<file path="src/rtl/gps_emu_pkg.sv">
// Shared constants, register map and scheduler state type for the GPS emulator
// configuration controller.
package gps_emu_pkg;

    localparam int NSAT_MAX   = 32;
    localparam int CA_SEL_MAX = 35;
    localparam int CA_SEL_W   = 6;

    localparam int ADDR_NOISE = 'hF0;
    localparam int ADDR_CTRL  = 'hF1;

    localparam logic [1:0] OFF_FREQ   = 2'd0;
    localparam logic [1:0] OFF_GAIN   = 2'd1;
    localparam logic [1:0] OFF_CA_SEL = 2'd2;

    localparam int CTRL_COMMIT  = 0;
    localparam int CTRL_RUN     = 1;
    localparam int CTRL_ERR_CLR = 2;

    typedef enum logic [1:0] {
        IDLE  = 2'd0,
        ARMED = 2'd1,
        APPLY = 2'd2
    } sched_state_t;

    function automatic logic ca_sel_ok(input logic [CA_SEL_W-1:0] v);
        return v <= CA_SEL_W'(CA_SEL_MAX);
    endfunction

endpackage

</file>
<file path="src/rtl/gps_chan_cfg_bank.sv">
// One satellite channel: host-written shadow registers and the active copy that
// drives the emulator, refreshed from shadow on the apply strobe.
module gps_chan_cfg_bank
    import gps_emu_pkg::*;
(
    input  logic                clk,
    input  logic                rstn,
    input  logic                wr_freq,
    input  logic                wr_gain,
    input  logic                wr_ca_sel,
    input  logic [31:0]         wr_data,
    input  logic                apply,
    output logic [31:0]         freq,
    output logic [15:0]         gain,
    output logic [CA_SEL_W-1:0] ca_sel
);

    logic [31:0]         sh_freq_q, sh_freq_d, act_freq_q, act_freq_d;
    logic [15:0]         sh_gain_q, sh_gain_d, act_gain_q, act_gain_d;
    logic [CA_SEL_W-1:0] sh_ca_sel_q, sh_ca_sel_d, act_ca_sel_q, act_ca_sel_d;

    always_comb begin
        sh_freq_d    = sh_freq_q;
        sh_gain_d    = sh_gain_q;
        sh_ca_sel_d  = sh_ca_sel_q;
        act_freq_d   = act_freq_q;
        act_gain_d   = act_gain_q;
        act_ca_sel_d = act_ca_sel_q;

        if (wr_freq)   sh_freq_d   = wr_data;
        if (wr_gain)   sh_gain_d   = wr_data[15:0];
        if (wr_ca_sel) sh_ca_sel_d = wr_data[CA_SEL_W-1:0];

        if (apply) begin
            act_freq_d   = sh_freq_q;
            act_gain_d   = sh_gain_q;
            act_ca_sel_d = sh_ca_sel_q;
        end
    end

    // NOTE: shadow is reset as well, so a commit issued before any write applies zeros.
    always_ff @(posedge clk or negedge rstn) begin
        if (!rstn) begin
            sh_freq_q    <= '0;
            sh_gain_q    <= '0;
            sh_ca_sel_q  <= '0;
            act_freq_q   <= '0;
            act_gain_q   <= '0;
            act_ca_sel_q <= '0;
        end else begin
            sh_freq_q    <= sh_freq_d;
            sh_gain_q    <= sh_gain_d;
            sh_ca_sel_q  <= sh_ca_sel_d;
            act_freq_q   <= act_freq_d;
            act_gain_q   <= act_gain_d;
            act_ca_sel_q <= act_ca_sel_d;
        end
    end

    assign freq   = act_freq_q;
    assign gain   = act_gain_q;
    assign ca_sel = act_ca_sel_q;

endmodule

</file>
<file path="src/rtl/gps_emu_scheduler.sv">
// Configuration controller: decodes host writes into shadow registers and copies
// shadow to active atomically, aligned to the C/A epoch while the emulator runs.
module gps_emu_scheduler
    import gps_emu_pkg::*;
#(
    parameter int Nsat = 4,
    parameter int AW   = 8
) (
    input  logic                     clk,
    input  logic                     rstn,
    input  logic                     wr_valid,
    output logic                     wr_ready,
    input  logic [AW-1:0]            wr_addr,
    input  logic [31:0]              wr_data,
    input  logic                     code_epoch,
    output logic [32*Nsat-1:0]       freq,
    output logic [16*Nsat-1:0]       gain,
    output logic [CA_SEL_W*Nsat-1:0] ca_sel,
    output logic [15:0]              noise_gain,
    output logic                     enable,
    output logic                     commit_done,
    output logic                     busy,
    output logic                     err
);

    sched_state_t state_q, state_d;
    logic [15:0]  noise_sh_q, noise_sh_d, noise_act_q, noise_act_d;
    logic         run_q, run_d, enable_q, enable_d, err_q, err_d;

    logic            wr_fire, in_bank, commit_wr, err_set, err_clr, apply;
    logic [Nsat-1:0] wr_freq_s, wr_gain_s, wr_ca_sel_s;

    assign wr_fire = wr_valid && wr_ready;
    assign in_bank = int'(wr_addr) < 4 * Nsat;

    // NOTE: every signal written here gets a default first, so no latch is inferred.
    always_comb begin
        noise_sh_d  = noise_sh_q;
        noise_act_d = noise_act_q;
        run_d       = run_q;
        enable_d    = enable_q;
        err_d       = err_q;
        state_d     = state_q;
        wr_freq_s   = '0;
        wr_gain_s   = '0;
        wr_ca_sel_s = '0;
        commit_wr   = 1'b0;
        err_set     = 1'b0;
        err_clr     = 1'b0;
        apply       = 1'b0;

        if (wr_fire) begin
            if (wr_addr == AW'(ADDR_NOISE)) begin
                noise_sh_d = wr_data[15:0];
            end else if (wr_addr == AW'(ADDR_CTRL)) begin
                run_d     = wr_data[CTRL_RUN];
                commit_wr = wr_data[CTRL_COMMIT];
                err_clr   = wr_data[CTRL_ERR_CLR];
            end else if (in_bank) begin
                for (int s = 0; s < Nsat; s++) begin
                    if (int'(wr_addr[AW-1:2]) == s) begin
                        case (wr_addr[1:0])
                            OFF_FREQ: wr_freq_s[s] = 1'b1;
                            OFF_GAIN: wr_gain_s[s] = 1'b1;
                            OFF_CA_SEL: begin
                                // Out-of-range PRN select is swallowed; shadow keeps its old value.
                                if (ca_sel_ok(wr_data[CA_SEL_W-1:0])) wr_ca_sel_s[s] = 1'b1;
                                else                                  err_set        = 1'b1;
                            end
                            default: err_set = 1'b1;
                        endcase
                    end
                end
            end else begin
                err_set = 1'b1;
            end
        end

        // A stopped emulator produces no epochs, so its commits apply immediately.
        case (state_q)
            IDLE: begin
                if (commit_wr) begin
                    if (enable_q) begin
                        state_d = ARMED;
                    end else begin
                        state_d = APPLY;
                        apply   = 1'b1;
                    end
                end
            end
            ARMED: begin
                if (code_epoch) begin
                    state_d = APPLY;
                    apply   = 1'b1;
                end
            end
            APPLY:   state_d = IDLE;
            default: state_d = IDLE;
        endcase

        if (apply) begin
            enable_d    = run_d;
            noise_act_d = noise_sh_q;
        end

        if (err_set)      err_d = 1'b1;
        else if (err_clr) err_d = 1'b0;
    end

    // NOTE: sequential state is updated with non-blocking assignments only.
    always_ff @(posedge clk or negedge rstn) begin
        if (!rstn) begin
            state_q     <= IDLE;
            noise_sh_q  <= '0;
            noise_act_q <= '0;
            run_q       <= 1'b0;
            enable_q    <= 1'b0;
            err_q       <= 1'b0;
        end else begin
            state_q     <= state_d;
            noise_sh_q  <= noise_sh_d;
            noise_act_q <= noise_act_d;
            run_q       <= run_d;
            enable_q    <= enable_d;
            err_q       <= err_d;
        end
    end

    for (genvar s = 0; s < Nsat; s++) begin : g_chan
        gps_chan_cfg_bank u_bank (
            .clk       (clk),
            .rstn      (rstn),
            .wr_freq   (wr_freq_s[s]),
            .wr_gain   (wr_gain_s[s]),
            .wr_ca_sel (wr_ca_sel_s[s]),
            .wr_data   (wr_data),
            .apply     (apply),
            .freq      (freq[32*s +: 32]),
            .gain      (gain[16*s +: 16]),
            .ca_sel    (ca_sel[CA_SEL_W*s +: CA_SEL_W])
        );
    end

    assign wr_ready    = (state_q == IDLE);
    assign busy        = (state_q != IDLE);
    assign commit_done = (state_q == APPLY);
    assign noise_gain  = noise_act_q;
    assign enable      = enable_q;
    assign err         = err_q;

endmodule
</file>
<file path="config.mk">
export PLATFORM = sky130hd
export DESIGN_NAME = gps_emu_scheduler
export DESIGN_NICKNAME = d
export VERILOG_FILES = /design/src/rtl/gps_emu_pkg.sv /design/src/rtl/gps_chan_cfg_bank.sv /design/src/rtl/gps_emu_scheduler.sv
export SDC_FILE = /design/constraint.sdc
export NUM_CORES = 1
export LEC_CHECK = 0
export CAP_MARGIN = 20
export CORE_UTILIZATION = 45
export CTS_CLUSTER_SIZE = 25
export DETAILED_ROUTE_END_ITERATION = 8
export GPL_TIMING_DRIVEN = 0
export HOLD_SLACK_MARGIN = 0.08
export PLACE_DENSITY = 0.68
export SLEW_MARGIN = 5
export SYNTH_ARGS = -nofsm -noshare
export SYNTH_HDL_FRONTEND = slang
export SYNTH_HIERARCHICAL = 1
export SYNTH_SLANG_ARGS = --single-unit
</file>
<file path="constraint.sdc">
create_clock -name clk -period 7.5 [get_ports clk]
set_input_delay 1.125 -clock clk [delete_from_list [all_inputs] [get_ports clk]]
set_output_delay 1.125 -clock clk [all_outputs]
set_load 0.005 [all_outputs]
</file>
# After elaboration in Yosys (flattened, before gate mapping)
# Cells that the tools add are included.
[classes]
order_cmp = 2
eq_ne = 11
n_mux = 63
n_reduce_logical = 9
[op_table]
columns = ["operator", "count"]
rows = [
  ["2-to-1 mux 4 bit", 12],
  ["2-to-1 mux 1 bit", 42],
  ["== test 8 bit, second input constant", 2],
  ["== test 6 x 3 -> 1 bit, second input constant", 2],
  ["one-hot mux 1 bit (2 select lines)", 5],
  ["less-than comparator 8 x 5 -> 1 bit, second input constant", 1],
  ["== test 6 x 2 -> 1 bit, second input constant", 1],
  ["less-or-equal comparator 6 bit, second input constant", 1],
  ["zero test 6 bit", 1],
  ["2-to-1 mux 2 bit", 3],
  ["== test 2 x 1 -> 1 bit, second input constant", 2],
  ["== test 2 bit, second input constant", 2],
  ["zero test 2 bit", 2],
  ["one-hot mux 2 bit (2 select lines)", 1],
  ["AND reduction 2 bit", 2],
  ["nonzero test 2 bit", 2],
  ["inequality test 2 x 1 -> 1 bit, second input constant", 1],
  ["inequality test 2 bit, second input constant", 1],
  ["OR reduction 2 bit", 1],
  ["logical AND 1 bit", 1],
]
[totals]
ff_bits = 469
in_bits = 44
output_inout_bits = 237
elab_cells = 115

# Logic depth before layout (Yosys ltp)
[depth]
ltp_word = 18
mapped_depth = 8
depth_no_buf = 5

# Hierarchy
# Netlist, hierarchy kept.
[modules_own_cells]
columns = ["module", "n_inst", "cells_per_inst", "area_per_inst_um2", "seq_area_each_um2"]
rows = [
  ["gps_chan_cfg_bank", 4, 229, 4297.9, 2702.6],
  ["gps_emu_scheduler", 1, 122, 1650.3, 925.9],
]

# Worst setup path before layout
# Ideal clock, no wire load.
[synth_path]
path_type = "input port to flip-flop"
start = "input wr_valid"
end = "register g_chan[0].u_bank.act_ca_sel_q[1]"
setup_ns = 0.125
t_arrival_ns = 3.111
t_required_ns = 7.375
setup_slack_ns = 4.264
stages = 8
path_buffers = 4
path_cell_list = "or3b_1 > buf_2 > or4_4 > o21ai_4 > buf_12 > buf_6 > buf_12 > mux2_4"
[synth_between]
elab_chain_len = 4
[synth_lines]
columns = ["element", "line", "source"]
rows = [
  ["start: declaration", "gps_emu_scheduler.sv:11", "input logic wr_valid,"],
  ["logical AND 1 bit", "gps_emu_scheduler.sv:33", "assign wr_fire = wr_valid && wr_ready;"],
  ["2-to-1 mux 1 bit", "gps_emu_scheduler.sv:52", "if (wr_fire) begin"],
  ["2-to-1 mux 1 bit", "gps_emu_scheduler.sv:82", "if (commit_wr) begin"],
  ["one-hot mux 1 bit (2 select lines)", "gps_emu_scheduler.sv:80", "case (state_q)"],
  ["via apply", "gps_emu_scheduler.sv:30", "logic wr_fire, in_bank, commit_wr, err_set, err_clr, apply;"],
  ["end signal: assignment", "gps_chan_cfg_bank.sv:56", "act_ca_sel_q <= act_ca_sel_d;"],
  ["end: declaration", "gps_chan_cfg_bank.sv:20", "logic [CA_SEL_W-1:0] sh_ca_sel_q, sh_ca_sel_d, act_ca_sel_q, act_ca_sel_d;"],
]
# The timed path passes the listed nets, and every way through them passes these cells.
# A chain may end at the register's enable or synchronous reset.

# Worst setup path in the final report
[layout_path]
start = "input wr_addr[2]"
end = "register g_chan[1].u_bank.act_freq_q[30]"
[layout_between]
elab_chain_len = 6
elab_cells_between_ends = 7
classes_between = "2 x eq/ne; 5 x mux"
[layout_lines]
columns = ["element", "line", "source"]
rows = [
  ["start: declaration", "gps_emu_scheduler.sv:13", "input logic [AW-1:0] wr_addr,"],
  ["== test 8 bit", "gps_emu_scheduler.sv:55", "end else if (wr_addr == AW'(ADDR_CTRL)) begin"],
  ["2-to-1 mux 1 bit", "gps_emu_scheduler.sv:55", ""],
  ["2-to-1 mux 1 bit (*)", "gps_emu_scheduler.sv:53", "if (wr_addr == AW'(ADDR_NOISE)) begin"],
  ["2-to-1 mux 1 bit (*)", "gps_emu_scheduler.sv:52", ""],
  ["2-to-1 mux 1 bit (*)", "gps_emu_scheduler.sv:82", ""],
  ["one-hot mux 1 bit (2 select lines) (*)", "gps_emu_scheduler.sv:80", ""],
  ["via apply", "gps_emu_scheduler.sv:30", ""],
  ["end signal: assignment", "gps_chan_cfg_bank.sv:54", "act_freq_q <= act_freq_d;"],
  ["end: declaration", "gps_chan_cfg_bank.sv:18", "logic [31:0] sh_freq_q, sh_freq_d, act_freq_q, act_freq_d;"],
]
# Mark *: on every way through the listed nets, which the timed path passes. The rest lies on a longest branch.

==> flow_metrics.env <==
export IMPL_worstSetupPathType="in2reg"
export IMPL_synth_distinct_cells=30
export IMPL_layout_cell_area_non_filler_um2=24170
export IMPL_worstPathCellList="clkdlybuf4s50_1 > or2_1 > clkbuf_1 > or4_4 > o21ai_4 > buf_12 > buf_6 > buf_12 > mux2_4"
export IMPL_r2r_setup_slack_ns=4.56
export IMPL_violated_checks="DRC"
export IMPL_cts_resized=0
export IMPL_critical_path_top_delay_family="buffers and inverters"
export IMPL_grt_pass1_vias=10440
export IMPL_fraction_of_layout_instances_using_a_drive_strength_above_1_pct=43.64
export IMPL_cp_common_cell="sky130_fd_sc_hd__buf_12"
export IMPL_clk_transition_reported_paths_ns=0.06
export IMPL_drv_max_cap_violation_count=0
export IMPL_dpl_hpwl_mm=27.97
export IMPL_final_stage_net_count=1418
export IMPL_max_stage_delay_ns=0.57
export IMPL_design_core_area_um2=41110
export IMPL_leakage_nw=11.50
export IMPL_synthCells=1038
export IMPL_hp_start="g_chan[2].u_bank/sh_gain_q[12]$_DFFE_PN0P_"
export IMPL_route_detailed_drc=40
export IMPL_synth_fp_nets=1082
export IMPL_min_period_ns=3.546
export IMPL_clock_insertion_delay_worst_skew_ns=0.59
export IMPL_clock_skew_ns=0.01989
export IMPL_gr_usage_all_layers_pct=20.04
export IMPL_initialDrtViolationCount=367
export IMPL_num_ports=281
export IMPL_antenna_found_initial=0
export IMPL_num_vias=9777
export IMPL_ffs_latches_synth=469
export IMPL_placed_cell_area_um2=22430
export IMPL_cts_buffers_inserted=50
export IMPL_clock_tree_buffer_depth=3
export IMPL_cp_required_ns=7.95
export IMPL_htreeDepth=2
export IMPL_finalCritPeriodShare_pct=47.27
export IMPL_status="complete, but fails checks"
export IMPL_final_util_pct=58.80
export IMPL_peakVddDrop_mv=0.1968
export IMPL_timing_final_max_slew_violations=0
export IMPL_fillers=3201
export IMPL_avgSynthCellArea_um2=18.15
export IMPL_initial_utilization_pct=45.83
export IMPL_timing_hold_worst_path_depth=1
export IMPL_whs_endpoint="g_chan[2].u_bank/gain[12]$_DFFE_PN0P_"
export IMPL_worst_slew_slack_as_a_fraction_of_its_limit_pct=41.52
export IMPL_worst_slew_pin_slew_ns=0.8744
export IMPL_yosysSeqAreaShare_pct=62.29
export IMPL_rows=74
export IMPL_holdBufCountCts=0
export IMPL_die_height_um=206.6
export IMPL_mostFrequentLayoutCells="sky130_fd_sc_hd__dfrtp_1, sky130_fd_sc_hd__clkdlybuf4s50_1, sky130_fd_sc_hd__mux2_2"
export IMPL_synth_warning_count=6
export IMPL_critPathMaxFanout=13
export IMPL_tritoncts="built"
export IMPL_r2r_worst_path_cells=8
export IMPL_floorplan_die_area_um2=42690
export IMPL_timing_final_setup_violations=0
export IMPL_detail_route_antenna_nets=0
export IMPL_grt_setup_unrepaired="false"
export IMPL_syn_area_um2=18840
export IMPL_wl_per_cell_um=21.52
export IMPL_timing_rr_start="state_q[1]$_DFFE_PN0P_"
export IMPL_dieWidth_um=206.6
export IMPL_place_port_buffers=280
export IMPL_first_pass_grt_wire_length_mm=64.36
export IMPL_crit_slowest_cell="sky130_fd_sc_hd__or4_4"
export IMPL_timing_fmax_mhz=282.0
export IMPL_most_frequent_standard_cell_in_the_layout_excluding_fill_and_tap_cells="sky130_fd_sc_hd__dfrtp_1"
export IMPL_hold_worst_slack_ns=0.4931
export IMPL_cp_buffers_inverters=5
export IMPL_clock_sink_count=469
export IMPL_hold_viol=0
export IMPL_timing_critical_path_arrival_ns=4.00
export IMPL_power_density_cell_area_nw_per_um2=221.4
export IMPL_post_drt_via_cell_ratio=5.022
export IMPL_worstReg2RegEnd="g_chan[1].u_bank/freq[30]$_DFFE_PN0P_"
export IMPL_kind_of_end_point_of_the_critical_path="flop"
export IMPL_cts_repair_timing_setup_buffer_count=0
export IMPL_hold_path_class="reg2reg"
export IMPL_sum_of_routed_wire_length_over_all_layers_mm=41.89
export IMPL_gpl_final_weighted_congestion=0.7448
export IMPL_startpoint_type="input pin"
export IMPL_grt_max_degree=119
export IMPL_area_growth_syn_to_layout_pct=28.28
export IMPL_drt_pre_antenna_iters=9
export IMPL_aggregate_global_routing_overflow=0
export IMPL_ctsRootBufferMaster="sky130_fd_sc_hd__clkbuf_16"
[registers in the layout, indices dropped and copies added (netlist names)]
name / cells
g_chan.u_bank/ca_sel: 24
g_chan.u_bank/sh_gain_q: 64
err: 1
noise_sh_q: 16
run_q: 1
g_chan.u_bank/gain: 64
g_chan.u_bank/freq: 128
noise_gain: 16
g_chan.u_bank/sh_freq_q: 128
enable: 1
state_q: 2
g_chan.u_bank/sh_ca_sel_q: 24
[where the power goes]
group	internal, mW	leakage (nW)	switching, mW	total (mW)
clock	1.54	0.867	1.00	2.55
combinational	0.0835	4.13	0.101	0.184
sequential	2.59	6.51	0.0309	2.62
[area by class of cell]
type / count / area (um^2) / area share (%)
flip-flops and latches: 469 / 11740 / 48.56
diodes: 1 / 2.502 / 0.01035
repair buffers: 284 / 2918 / 12.07
inverters: 2 / 7.507 / 0.03106
clock buffers: 73 / 1562 / 6.460
plain buffers: 57 / 773.2 / 3.199
multi-input cells: 510 / 6325 / 26.17
well taps: 532 / 665.6 / 2.754
clock inverters: 19 / 181.4 / 0.7506
[cell usage after synthesis, drive strengths merged]
library cell | count | share of area, %
or4 | 2 | 0.10
nand3 | 2 | 0.053
o21a | 1 | 0.040
inv | 2 | 0.040
or2 | 2 | 0.066
o2bb2ai | 1 | 0.046
dfrtp | 469 | 62
nor2 | 15 | 0.30
or3 | 2 | 0.066
nand2 | 2 | 0.040
o31ai | 1 | 0.040
a31oi | 1 | 0.033
clkbuf | 2 | 0.040
mux2 | 465 | 32
nand3b | 3 | 0.12
nand4 | 1 | 0.033
nand2b | 3 | 0.10
o21ai | 2 | 0.11
a21oi | 3 | 0.080
nor4 | 2 | 0.15
buf | 55 | 4.1
nor2b | 1 | 0.033
or3b | 1 | 0.046
[stage by stage]
stage	total power, mW	TNS (ns)	std cells	setup slack, ns
after detailed placement	2.859	0	1854	3.354
after CTS	5.433	0	1946	3.962
after global placement	2.850	-7059.13	1850	-15.11
after global routing	5.545	0	1946	3.861
after floorplan	2.726	0	1038	4.264
final	5.352	0	1947	3.954
[cell families (layout without fill, tap and decap cells)]
| logic type | count (synthesis) | in the layout | synth area share, % |
|---|---|---|---|
| AO/OA/AOI/OAI | 9 | 9 | 0.3520 |
| buffers and inverters | 59 | 435 | 4.144 |
| multiplexers | 465 | 465 | 32.11 |
| AND/OR/NAND/NOR | 36 | 36 | 1.102 |
| other | 0 | 1 | 0 |
| flip-flops | 469 | 469 | 62.29 |
[worst max path at each step]
| stage | from | end | slack (ns) | cells past startpoint |
|---|---|---|---|---|
| 6_report | wr_addr[2] | g_chan[1].u_bank/freq[30]$_DFFE_PN0P_ | 3.95 | 9 |
| 3_3_place_gp | rstn | g_chan[3].u_bank/ca_sel[1]$_DFFE_PN0P_ | -15.11 | 1 |
| 4_1_cts | wr_addr[2] | g_chan[1].u_bank/freq[30]$_DFFE_PN0P_ | 3.96 | 9 |
| 5_1_grt | wr_addr[2] | g_chan[1].u_bank/freq[30]$_DFFE_PN0P_ | 3.86 | 9 |
| 3_5_place_dp | wr_addr[2] | g_chan[1].u_bank/freq[30]$_DFFE_PN0P_ | 3.35 | 9 |
| 2_1_floorplan | wr_valid | g_chan[0].u_bank/ca_sel[1]$_DFFE_PN0P_ | 4.26 | 8 |
[layer usage]
layer / wire length, um / vias up / global-route usage (%)
met5: 0 / - / 0
li1: - / 4337 / -
met4: 755 / 0 / 5.909
met1: 18660 / 5164 / 27.36
met2: 19510 / 221 / 31.16
met3: 2971 / 55 / 5.620
Note: power is estimated with default switching activity, not from simulation.
